$ cat src/rtl/mem_stage_hs.sv
// MEM stage: DM/bridge load select, req/ack bridge handshake with stall and timeout,
// load extension, MEM bypass and MEM/WB register. Optional macro: MEM_MISALIGN_CHK_EN.
module mem_stage_hs #(
  parameter int unsigned RW_W       = 5,
  parameter int unsigned ADDR_CMP_W = 16,
  parameter int unsigned DM_LIMIT   = 'h3000,
  parameter int unsigned TIMEOUT    = 15
) (
  input  logic            clk,
  input  logic            rst,
  input  logic            flush,
  input  logic            in_valid,
  input  logic [31:0]     in_ex_out,
  input  logic [RW_W-1:0] in_rw,
  input  logic            in_reg_write,
  input  logic            in_mem_to_reg,
  input  logic            in_is_byte,
  input  logic            in_is_half,
  input  logic            in_is_loads,
  input  logic            in_is_store,
  input  logic [31:0]     in_store_data,
  input  logic [31:0]     in_dm_out,
  output logic            br_req,
  output logic            br_we,
  output logic [31:0]     br_addr,
  output logic [31:0]     br_wdata,
  input  logic [31:0]     br_rdata,
  input  logic            br_ack,
  output logic            stall_req,
  output logic            bus_err,
  output logic            byp_reg_write,
  output logic [31:0]     byp_wd,
  output logic [RW_W-1:0] byp_rw,
  output logic            wb_valid,
  output logic            wb_reg_write,
  output logic [31:0]     wb_wd,
  output logic [RW_W-1:0] wb_rw
`ifdef MEM_MISALIGN_CHK_EN
  ,
  output logic            misalign
`endif
);

  localparam int unsigned CW = $clog2(TIMEOUT + 1);
  localparam logic [CW-1:0] TO_LAST = CW'(TIMEOUT - 1);
  localparam logic [ADDR_CMP_W-1:0] DM_LIM = ADDR_CMP_W'(DM_LIMIT);

  typedef enum logic [1:0] {S_IDLE, S_WAIT, S_DONE} state_t;

  state_t          r_state;
  logic [CW-1:0]   r_cnt;
  logic            r_br_req;
  logic            r_br_we;
  logic [31:0]     r_br_addr;
  logic [31:0]     r_br_wdata;
  logic [31:0]     r_rdata_q;
  logic            r_bus_err;
  logic            r_wb_valid;
  logic            r_wb_reg_write;
  logic [31:0]     r_wb_wd;
  logic [RW_W-1:0] r_wb_rw;

  logic            w_misalign;
  logic            w_periph;
  logic            w_stall;
  logic [31:0]     w_raw;
  logic [7:0]      w_byte;
  logic [15:0]     w_half;
  logic [31:0]     w_ext;
  logic [31:0]     w_wd;

`ifdef MEM_MISALIGN_CHK_EN
  logic r_misalign;

  assign w_misalign = in_valid & (in_mem_to_reg | in_is_store) &
                      ((in_is_half & in_ex_out[0]) |
                       (~in_is_byte & ~in_is_half & (in_ex_out[1:0] != 2'b00)));

  always_ff @(posedge clk or negedge rst) begin
    if (!rst) r_misalign <= 1'b0;
    else      r_misalign <= w_misalign;
  end

  assign misalign = r_misalign;
`else
  assign w_misalign = 1'b0;
`endif

  assign w_periph = in_valid & (in_mem_to_reg | in_is_store) &
                    (in_ex_out[ADDR_CMP_W-1:0] >= DM_LIM) & ~w_misalign;

  // IDLE raises the stall combinationally so the access never slips past MEM;
  // gated by rst so every output is quiet while reset is held.
  assign w_stall = rst & (((r_state == S_IDLE) & w_periph) | (r_state == S_WAIT));

  always_comb begin
    w_raw = (r_state == S_DONE) ? r_rdata_q : in_dm_out;
    case (in_ex_out[1:0])
      2'd0:    w_byte = w_raw[7:0];
      2'd1:    w_byte = w_raw[15:8];
      2'd2:    w_byte = w_raw[23:16];
      default: w_byte = w_raw[31:24];
    endcase
    w_half = in_ex_out[1] ? w_raw[31:16] : w_raw[15:0];
    if (in_is_byte)      w_ext = {{24{in_is_loads & w_byte[7]}}, w_byte};
    else if (in_is_half) w_ext = {{16{in_is_loads & w_half[15]}}, w_half};
    else                 w_ext = w_raw;
    w_wd = in_mem_to_reg ? w_ext : in_ex_out;
  end

  always_ff @(posedge clk or negedge rst) begin
    if (!rst) begin
      r_state    <= S_IDLE;
      r_cnt      <= '0;
      r_br_req   <= 1'b0;
      r_br_we    <= 1'b0;
      r_br_addr  <= '0;
      r_br_wdata <= '0;
      r_rdata_q  <= '0;
      r_bus_err  <= 1'b0;
    end else begin
      r_bus_err <= 1'b0;
      case (r_state)
        S_IDLE: begin
          if (w_periph && !flush) begin
            r_state    <= S_WAIT;
            r_br_req   <= 1'b1;
            r_br_addr  <= in_ex_out;
            r_br_we    <= in_is_store;
            r_br_wdata <= in_store_data;
            r_cnt      <= '0;
          end
        end
        S_WAIT: begin
          r_cnt <= r_cnt + CW'(1);
          if (flush) begin
            r_state  <= S_IDLE;
            r_br_req <= 1'b0;
          end else if (br_ack) begin
            r_state   <= S_DONE;
            r_br_req  <= 1'b0;
            r_rdata_q <= br_rdata;
          end else if (r_cnt == TO_LAST) begin
            r_state   <= S_DONE;
            r_br_req  <= 1'b0;
            r_rdata_q <= '0;
            r_bus_err <= 1'b1;
          end
        end
        S_DONE:  r_state <= S_IDLE;
        default: r_state <= S_IDLE;
      endcase
    end
  end

  always_ff @(posedge clk or negedge rst) begin
    if (!rst) begin
      r_wb_valid     <= 1'b0;
      r_wb_reg_write <= 1'b0;
      r_wb_wd        <= '0;
      r_wb_rw        <= '0;
    end else if (flush || w_stall) begin
      r_wb_valid     <= 1'b0;
      r_wb_reg_write <= 1'b0;
    end else begin
      r_wb_valid     <= in_valid;
      r_wb_reg_write <= in_valid & in_reg_write & ~w_misalign;
      r_wb_wd        <= w_wd;
      r_wb_rw        <= in_rw;
    end
  end

  assign br_req        = r_br_req;
  assign br_we         = r_br_we;
  assign br_addr       = r_br_addr;
  assign br_wdata      = r_br_wdata;
  assign bus_err       = r_bus_err;
  assign stall_req     = w_stall;
  assign byp_reg_write = in_valid & in_reg_write;
  assign byp_wd        = in_ex_out;
  assign byp_rw        = in_rw;
  assign wb_valid      = r_wb_valid;
  assign wb_reg_write  = r_wb_reg_write;
  assign wb_wd         = r_wb_wd;
  assign wb_rw         = r_wb_rw;

endmodule

$ cat config.mk
export PLATFORM = sky130hd
export DESIGN_NAME = mem_stage_hs
export DESIGN_NICKNAME = d
export VERILOG_FILES = /design/src/rtl/mem_stage_hs.sv
export SDC_FILE = /design/constraint.sdc
export NUM_CORES = 1
export LEC_CHECK = 0
export ABC_AREA = 1
export CORE_MARGIN = 4
export CORE_UTILIZATION = 45
export CTS_CLUSTER_SIZE = 20
export DETAILED_ROUTE_END_ITERATION = 6
export GPL_TIMING_DRIVEN = 1
export PLACE_DENSITY_LB_ADDON = 0.3
export SYNTH_ARGS = -nofsm -noshare
export SYNTH_HDL_FRONTEND = slang
export SYNTH_SLANG_ARGS = --single-unit
$ cat constraint.sdc
create_clock -name clk -period 1.7 [get_ports clk]
set_clock_uncertainty 0.05 [all_clocks]
set_input_delay 0.34 -clock clk [delete_from_list [all_inputs] [get_ports clk]]
set_output_delay 0.34 -clock clk [all_outputs]
set_load 0.01 [all_outputs]
After elaboration in Yosys (flattened, before gate mapping)
Index checks and enable logic that the tools add are counted.
- register bits: 144
- word-level logic and storage cells: 69
- $add $sub $neg: 1
- magnitude comparators: 1
- eq/ne operators: 7
- multiplexer cells: 26
- bitwise operators: 10
- reductions and logical operators: 12
- operators with widths (operator ; count):
    2-to-1 mux 32 bit ; 6
    one-hot mux 8 bit (3 select lines) ; 1
    greater-or-equal comparator 16 x 14 -> 1 bit, second input constant ; 1
    2-to-1 mux 16 bit ; 1
    2-to-1 mux 1 bit ; 10
    2-to-1 mux 2 bit ; 4
    one-hot mux 4 bit (2 select lines) ; 1
    AND 1 bit ; 7
    AND reduction 2 bit ; 3
    AND reduction 3 bit ; 2
    adder 4 x 1 -> 4 bit, second input constant ; 1
    == test 2 x 1 -> 1 bit, second input constant ; 2
    == test 2 bit, second input constant ; 2
    == test 4 bit, second input constant ; 1
    logical NOT 2 bit ; 2
    2-to-1 mux 4 bit ; 1
    != test 4 x 3 -> 1 bit, second input constant ; 1
    one-hot mux 2 bit (2 select lines) ; 1
    nonzero test 2 bit ; 2
    != test 2 x 1 -> 1 bit, second input constant ; 1
    bitwise OR 1 bit ; 2
    one-hot mux 1 bit (2 select lines) ; 1
    logical AND 1 bit ; 1
    logical NOT 1 bit ; 1
    2 further kinds ; 2

Depth between registers and ports, before layout
- word-level depth: 8
- depth in mapped cells: 12

Worst setup path after synthesis
OpenSTA, ideal clock, no wires.
- path type: flip-flop to flip-flop
- start: reg r_state[0]
- end: reg r_wb_wd[8] (netlist: wb_wd[8])
- library setup time: 0.117 ns
- arrival time: 1.382 ns
- data required time: 1.533 ns
- setup slack: 0.151 ns
- stages on the path, launching flop included: 11
- path buffers: 1
- path through: dfrtp_1 -> inv_2 -> nand2_4 -> buf_2 -> nand2_1 -> o21ai_0 -> or2_2 -> nand3_1 -> nand3_1 -> nand2_1 -> nand2_1
- longest elaborated chain between the ends: 6
- elaborated cells on any way between the ends: 14
- those cells by class: 2 x eq/ne; 6 x mux; 4 x bitwise; 2 x reduce/logical
- ends and longest elaborated chain (item ; line ; RTL):
    start, declared ; 50 ; state_t r_state;
    start signal, assigned ; 113 ; r_state <= S_IDLE;
    start signal, assigned ; 126 ; r_state <= S_WAIT;
    start signal, assigned ; 137 ; r_state <= S_IDLE;
    == test 2 bit ; 97 ; w_raw = (r_state == S_DONE) ? r_rdata_q : in_dm_out;
    2-to-1 mux 32 bit ; 97 ;
    one-hot mux 8 bit (3 select lines) or 2-to-1 mux 16 bit (tied branches) ; 98, 104 ;
    AND 1 bit or 2-to-1 mux 32 bit (tied branches) ; 105, 106 ;
    2-to-1 mux 32 bit ; 105 ; if (in_is_byte) w_ext = {{24{in_is_loads & w_byte[7]}}, w_byte};
    2-to-1 mux 32 bit ; 108 ; w_wd = in_mem_to_reg ? w_ext : in_ex_out;
    end signal, assigned ; 168 ; r_wb_wd <= w_wd;
    end, declared ; 60 ; logic [31:0] r_wb_wd;
Parallel ways exist; a longest one is shown, timed or not.
A chain may end at the register's enable or synchronous reset.

Worst setup path in the final report
- start: reg r_state[1]
- end: reg r_wb_wd[29] (netlist: wb_wd[29])
- longest elaborated chain between the ends: 7
- elaborated cells on any way between the ends: 15
- those cells by class: 2 x eq/ne; 6 x mux; 5 x bitwise; 2 x reduce/logical
- ends and longest elaborated chain (item ; line ; RTL):
    == test 2 bit ; 97 ;
    2-to-1 mux 32 bit ; 97 ;
    2-to-1 mux 16 bit ; 104 ; w_half = in_ex_out[1] ? w_raw[31:16] : w_raw[15:0];
    AND 1 bit ; 106 ; else if (in_is_half) w_ext = {{16{in_is_loads & w_half[15]}}, w_half};
    2-to-1 mux 32 bit ; 106 ;
    2-to-1 mux 32 bit ; 105 ;
    2-to-1 mux 32 bit ; 108 ;
Parallel ways exist; a longest one is shown, timed or not.

==> run_summary.xml <==
<?xml version="1.0" encoding="UTF-8"?>
<metrics>
  <group name="timing">
    <metric name="setup_repair_after_global_routing_missed_its_margin" unit="">true</metric>
    <metric name="maxClockFrequency" unit="GHz">0.5198</metric>
    <metric name="setup_violations" unit="">59</metric>
    <metric name="slew-limit-headroom" unit="">0.4778</metric>
    <metric name="period_minus_slack" unit="ns">1.924</metric>
    <metric name="timing_worst_slew_pin_value" unit="ns">0.7833</metric>
    <metric name="postLayoutSetupSlackWorst" unit="ns">-0.2240</metric>
    <metric name="finalCritPeriodShare" unit="">1.132</metric>
    <metric name="timing_hold_violations_final" unit="">0</metric>
    <metric name="timing_max_transition_violations_final" unit="">0</metric>
    <metric name="timing.hold.ws" unit="ns">0.0006575</metric>
  </group>
  <group name="layout">
    <metric name="final-instance-count-excl-fill" unit="">1512</metric>
    <metric name="layout-drive-gt1-share" unit="">0.2656</metric>
    <metric name="layout-area-overhead-vs-synth" unit="%">68.88</metric>
    <metric name="nNetsFinal" unit="">1428</metric>
  </group>
  <group name="die">
    <metric name="core.rowCount" unit="">46</metric>
    <metric name="die_height" unit="um">137.2</metric>
    <metric name="die_width" unit="um">137.2</metric>
    <metric name="start_util" unit="">0.4658</metric>
    <metric name="fp.dieArea" unit="sq um">18810</metric>
    <metric name="design.core.area" unit="sq um">16120</metric>
    <metric name="top_level_ports" unit="">289</metric>
  </group>
  <group name="drt">
    <metric name="ant_nets" unit="">0</metric>
    <metric name="detailedRoute.firstIterationViolations" unit="">577</metric>
    <metric name="wire_per_inst" unit="um">18.86</metric>
    <metric name="postRouteWirelength" unit="um">28520</metric>
    <metric name="drcViolationCount" unit="">0</metric>
    <metric name="post_drt_via_cell_ratio" unit="">5.302</metric>
    <metric name="vias" unit="">8017</metric>
    <metric name="detailedRoute.firstPassIterationCount" unit="">5</metric>
  </group>
  <group name="yosys">
    <metric name="synthesis.yosys.warnings" unit="">0</metric>
    <metric name="synth_top_cells_by_count" unit="">sky130_fd_sc_hd__nand2_1, sky130_fd_sc_hd__dfrtp_1, sky130_fd_sc_hd__nand3_1</metric>
    <metric name="proportion_of_netlist_area_held_by_the_largest_area_contributor" unit="">0.4800</metric>
    <metric name="post_synth_instance_area" unit="sq um">7507</metric>
    <metric name="syn-num-nets" unit="">1077</metric>
    <metric name="seq_area_frac_synth" unit="">0.4800</metric>
    <metric name="netlist_top_cells_area" unit="">sky130_fd_sc_hd__dfrtp_1, sky130_fd_sc_hd__nand2_1, sky130_fd_sc_hd__nand3_1, sky130_fd_sc_hd__o21ai_0, sky130_fd_sc_hd__mux2_2</metric>
    <metric name="ys_async_sr_fraction" unit="">1.000</metric>
    <metric name="synthFlopType" unit="">sky130_fd_sc_hd__dfrtp_1</metric>
    <metric name="number_of_enable_flip_flop_cells_after_synthesis" unit="">0</metric>
    <metric name="count_of_cell_types_in_the_netlist" unit="">33</metric>
    <metric name="syn_inst" unit="">931</metric>
    <metric name="synth.largest_area_cell" unit="">sky130_fd_sc_hd__dfrtp_1</metric>
    <metric name="flop_and_latch_count_out_of_synthesis" unit="">144</metric>
    <metric name="post-synth-top-count-cell" unit="">sky130_fd_sc_hd__nand2_1</metric>
    <metric name="synthesis.area_per_instance" unit="sq um">8.064</metric>
  </group>
  <group name="pwr">
    <metric name="cellPowerDensity" unit="nW/um^2">972.7</metric>
    <metric name="total_leakage_power" unit="nW">6.456</metric>
    <metric name="max_vdd_drop" unit="V">0.0007518</metric>
    <metric name="finalPower" unit="mW">12.33</metric>
  </group>
  <group name="grt">
    <metric name="maximum_number_of_pins_on_one_net_before_global_route_repair" unit="">145</metric>
    <metric name="first_global_vias" unit="">7708</metric>
    <metric name="overflow" unit="">0</metric>
    <metric name="grt_pass1_wl" unit="um">40610</metric>
    <metric name="gr-usage-all-layers" unit="">0.2807</metric>
    <metric name="antenna_found_initial" unit="">1</metric>
  </group>
  <group name="setup_path">
    <metric name="worstPathBufferInverterCount" unit="">2</metric>
    <metric name="cp_common_cell" unit="">sky130_fd_sc_hd__nand2_1</metric>
    <metric name="critPathCaptureType" unit="">flip-flop</metric>
    <metric name="cpMaxStageDelayCell" unit="">sky130_fd_sc_hd__dfrtp_2</metric>
    <metric name="critical_path.cell_chain" unit="">buf_6, nand2_8, buf_6, nand2_4, nand3_1, nand2_4, nand2_4, nand2_1, nand2_1, nand3_2, nand2_1, nand2_1</metric>
    <metric name="cp_top_family" unit="">simple AND/OR/NAND/NOR gates</metric>
    <metric name="startpoint_type_of_the_worst_setup_path" unit="">flip-flop</metric>
    <metric name="critPathMaxFanout" unit="">8</metric>
    <metric name="critical_path_arrival" unit="ns">2.19</metric>
    <metric name="critical_path_class" unit="">reg -&gt; reg</metric>
    <metric name="critical_path.startpoint" unit="">r_state[1]$_DFFE_PN0P_</metric>
    <metric name="reg2reg_from" unit="">r_state[1]$_DFFE_PN0P_</metric>
    <metric name="required" unit="ns">1.97</metric>
    <metric name="critical-path-max-stage-delay" unit="ns">0.43</metric>
  </group>
  <group name="clocking">
    <metric name="numCtsBuffers" unit="">17</metric>
    <metric name="cts_hold_repair.buffers" unit="">0</metric>
    <metric name="cts.sink_count" unit="">144</metric>
    <metric name="clk_pin_slew_worst_paths" unit="ns">0.06</metric>
    <metric name="htreeDepth" unit="">4</metric>
    <metric name="cts-root-to-sink-buffers" unit="">2</metric>
    <metric name="tritoncts" unit="">done</metric>
    <metric name="clock_insertion_delay_worst_skew" unit="ns">0.43</metric>
    <metric name="master_cell_of_the_clock_root_buffer" unit="">sky130_fd_sc_hd__clkbuf_16</metric>
  </group>
  <group name="status">
    <metric name="status" unit="">finished, violations left</metric>
    <metric name="failing_checks" unit="">setup timing</metric>
  </group>
  <group name="worst_hold_path">
    <metric name="hold_path_class" unit="">in -&gt; async</metric>
  </group>
  <group name="place">
    <metric name="port-buffer-count" unit="">288</metric>
    <metric name="dp_hpwl" unit="um">18670</metric>
    <metric name="dp_slack" unit="ns">-0.5531</metric>
    <metric name="last_weighted_congestion_value_of_the_routability_driven_placer" unit="">0.9438</metric>
    <metric name="place_inst" unit="">1447</metric>
  </group>
  <group name="job">
    <metric name="drv_cap" unit="">0</metric>
  </group>
</metrics>
## final timing paths
kind	depth (start not counted)	slack, ns	end
setup reg to reg	12	-0.22	wb_wd[29]$_DFFE_PN0N_
hold / removal	2	0.0007	br_addr[15]$_DFFE_PN0P_
setup / recovery	12	-0.22	wb_wd[29]$_DFFE_PN0N_
hold reg to reg	2	0.42	wb_wd[30]$_DFFE_PN0N_
max in group asynchronous	2	0.98	r_state[1]$_DFFE_PN0P_
min in group clk	3	0.27	wb_valid$_DFF_PN0_
## per-layer routing
| layer | global-route usage | vias up | routed length (um) |
|---|---|---|---|
| met3 | 0.06765 | 81 | 2318 |
| li1 | - | 3692 | - |
| met2 | 0.5049 | 403 | 14840 |
| met5 | 0 | - | 0 |
| met4 | 0.09035 | 0 | 949 |
| met1 | 0.3284 | 3841 | 10410 |
## repair_timing
action                                 4_1_cts  5_1_grt
pin swaps                                   35       39
endpoints found under the hold margin        0        0
gates resized for setup                    259       98
setup endpoints to repair                  165      108
setup buffers                               11        8
cloned                                      12        2
## logic make-up after synthesis
logic type | share of synthesized area
AOI/OAI and AO/OA | 0.1077
xor gates and xnor gates | 0.002334
adders and majority gates | 0.003333
buffers and inverters | 0.1188
DFF | 0.4800
muxes | 0.04800
and+or+nand+nor | 0.2398
## layout make-up
| type | instances | area, sq um |
|---|---|---|
| Inverter | 93 | 357.8 |
| Sequential cell | 144 | 3605 |
| Timing Repair Buffer | 417 | 4178 |
| Clock inverter | 13 | 161.4 |
| Fill cell | 1077 | 3437 |
| Clock buffer | 19 | 432.9 |
| Tap cell | 216 | 270.3 |
| Antenna cell | 1 | 2.502 |
| Multi-Input combinational cell | 609 | 3671 |
## metrics by stage
step	util	TNS, ns	instance area (sq um)
global route	0.7867	-7.271	12680
detailed placement	0.6835	-44.38	11020
floorplan	-	0	7507
global placement	0.6835	-42.74	11020
finish	0.7867	-3.149	12680
CTS	0.7596	-1.844	12240
## sequential cells by signal, summed over array words and instances (netlist names)
name          count
bus_err           1
br_addr          32
wb_valid          1
r_state           2
wb_wd            32
r_rdata_q        32
wb_rw             5
br_wdata         32
wb_reg_write      1
br_req            1
r_cnt             4
br_we             1
## cells in the final DEF, fill, tap and decap left out, drive strengths merged, types with 2 or more instances in the layout
cell,instances
clkdlybuf4s50,136
dfrtp,144
nand2,293
a21oi,36
clkbuf,21
buf,128
dlymetal6s2s,17
o211ai,13
dlygate4sd2,133
or2,15
clkinv,7
ha,2
nand4,7
mux2,32
bufinv,3
o21ai,103
nand3,93
clkinvlp,4
nor2,11
inv,92
## where the power goes
part           leakage (nW)  internal [mW]  switching [mW]
Clock                 0.280           2.31            1.53
Combinational          4.41           1.85            2.00
Sequential             1.77           4.24           0.401
(Power assumes the default switching activity.)
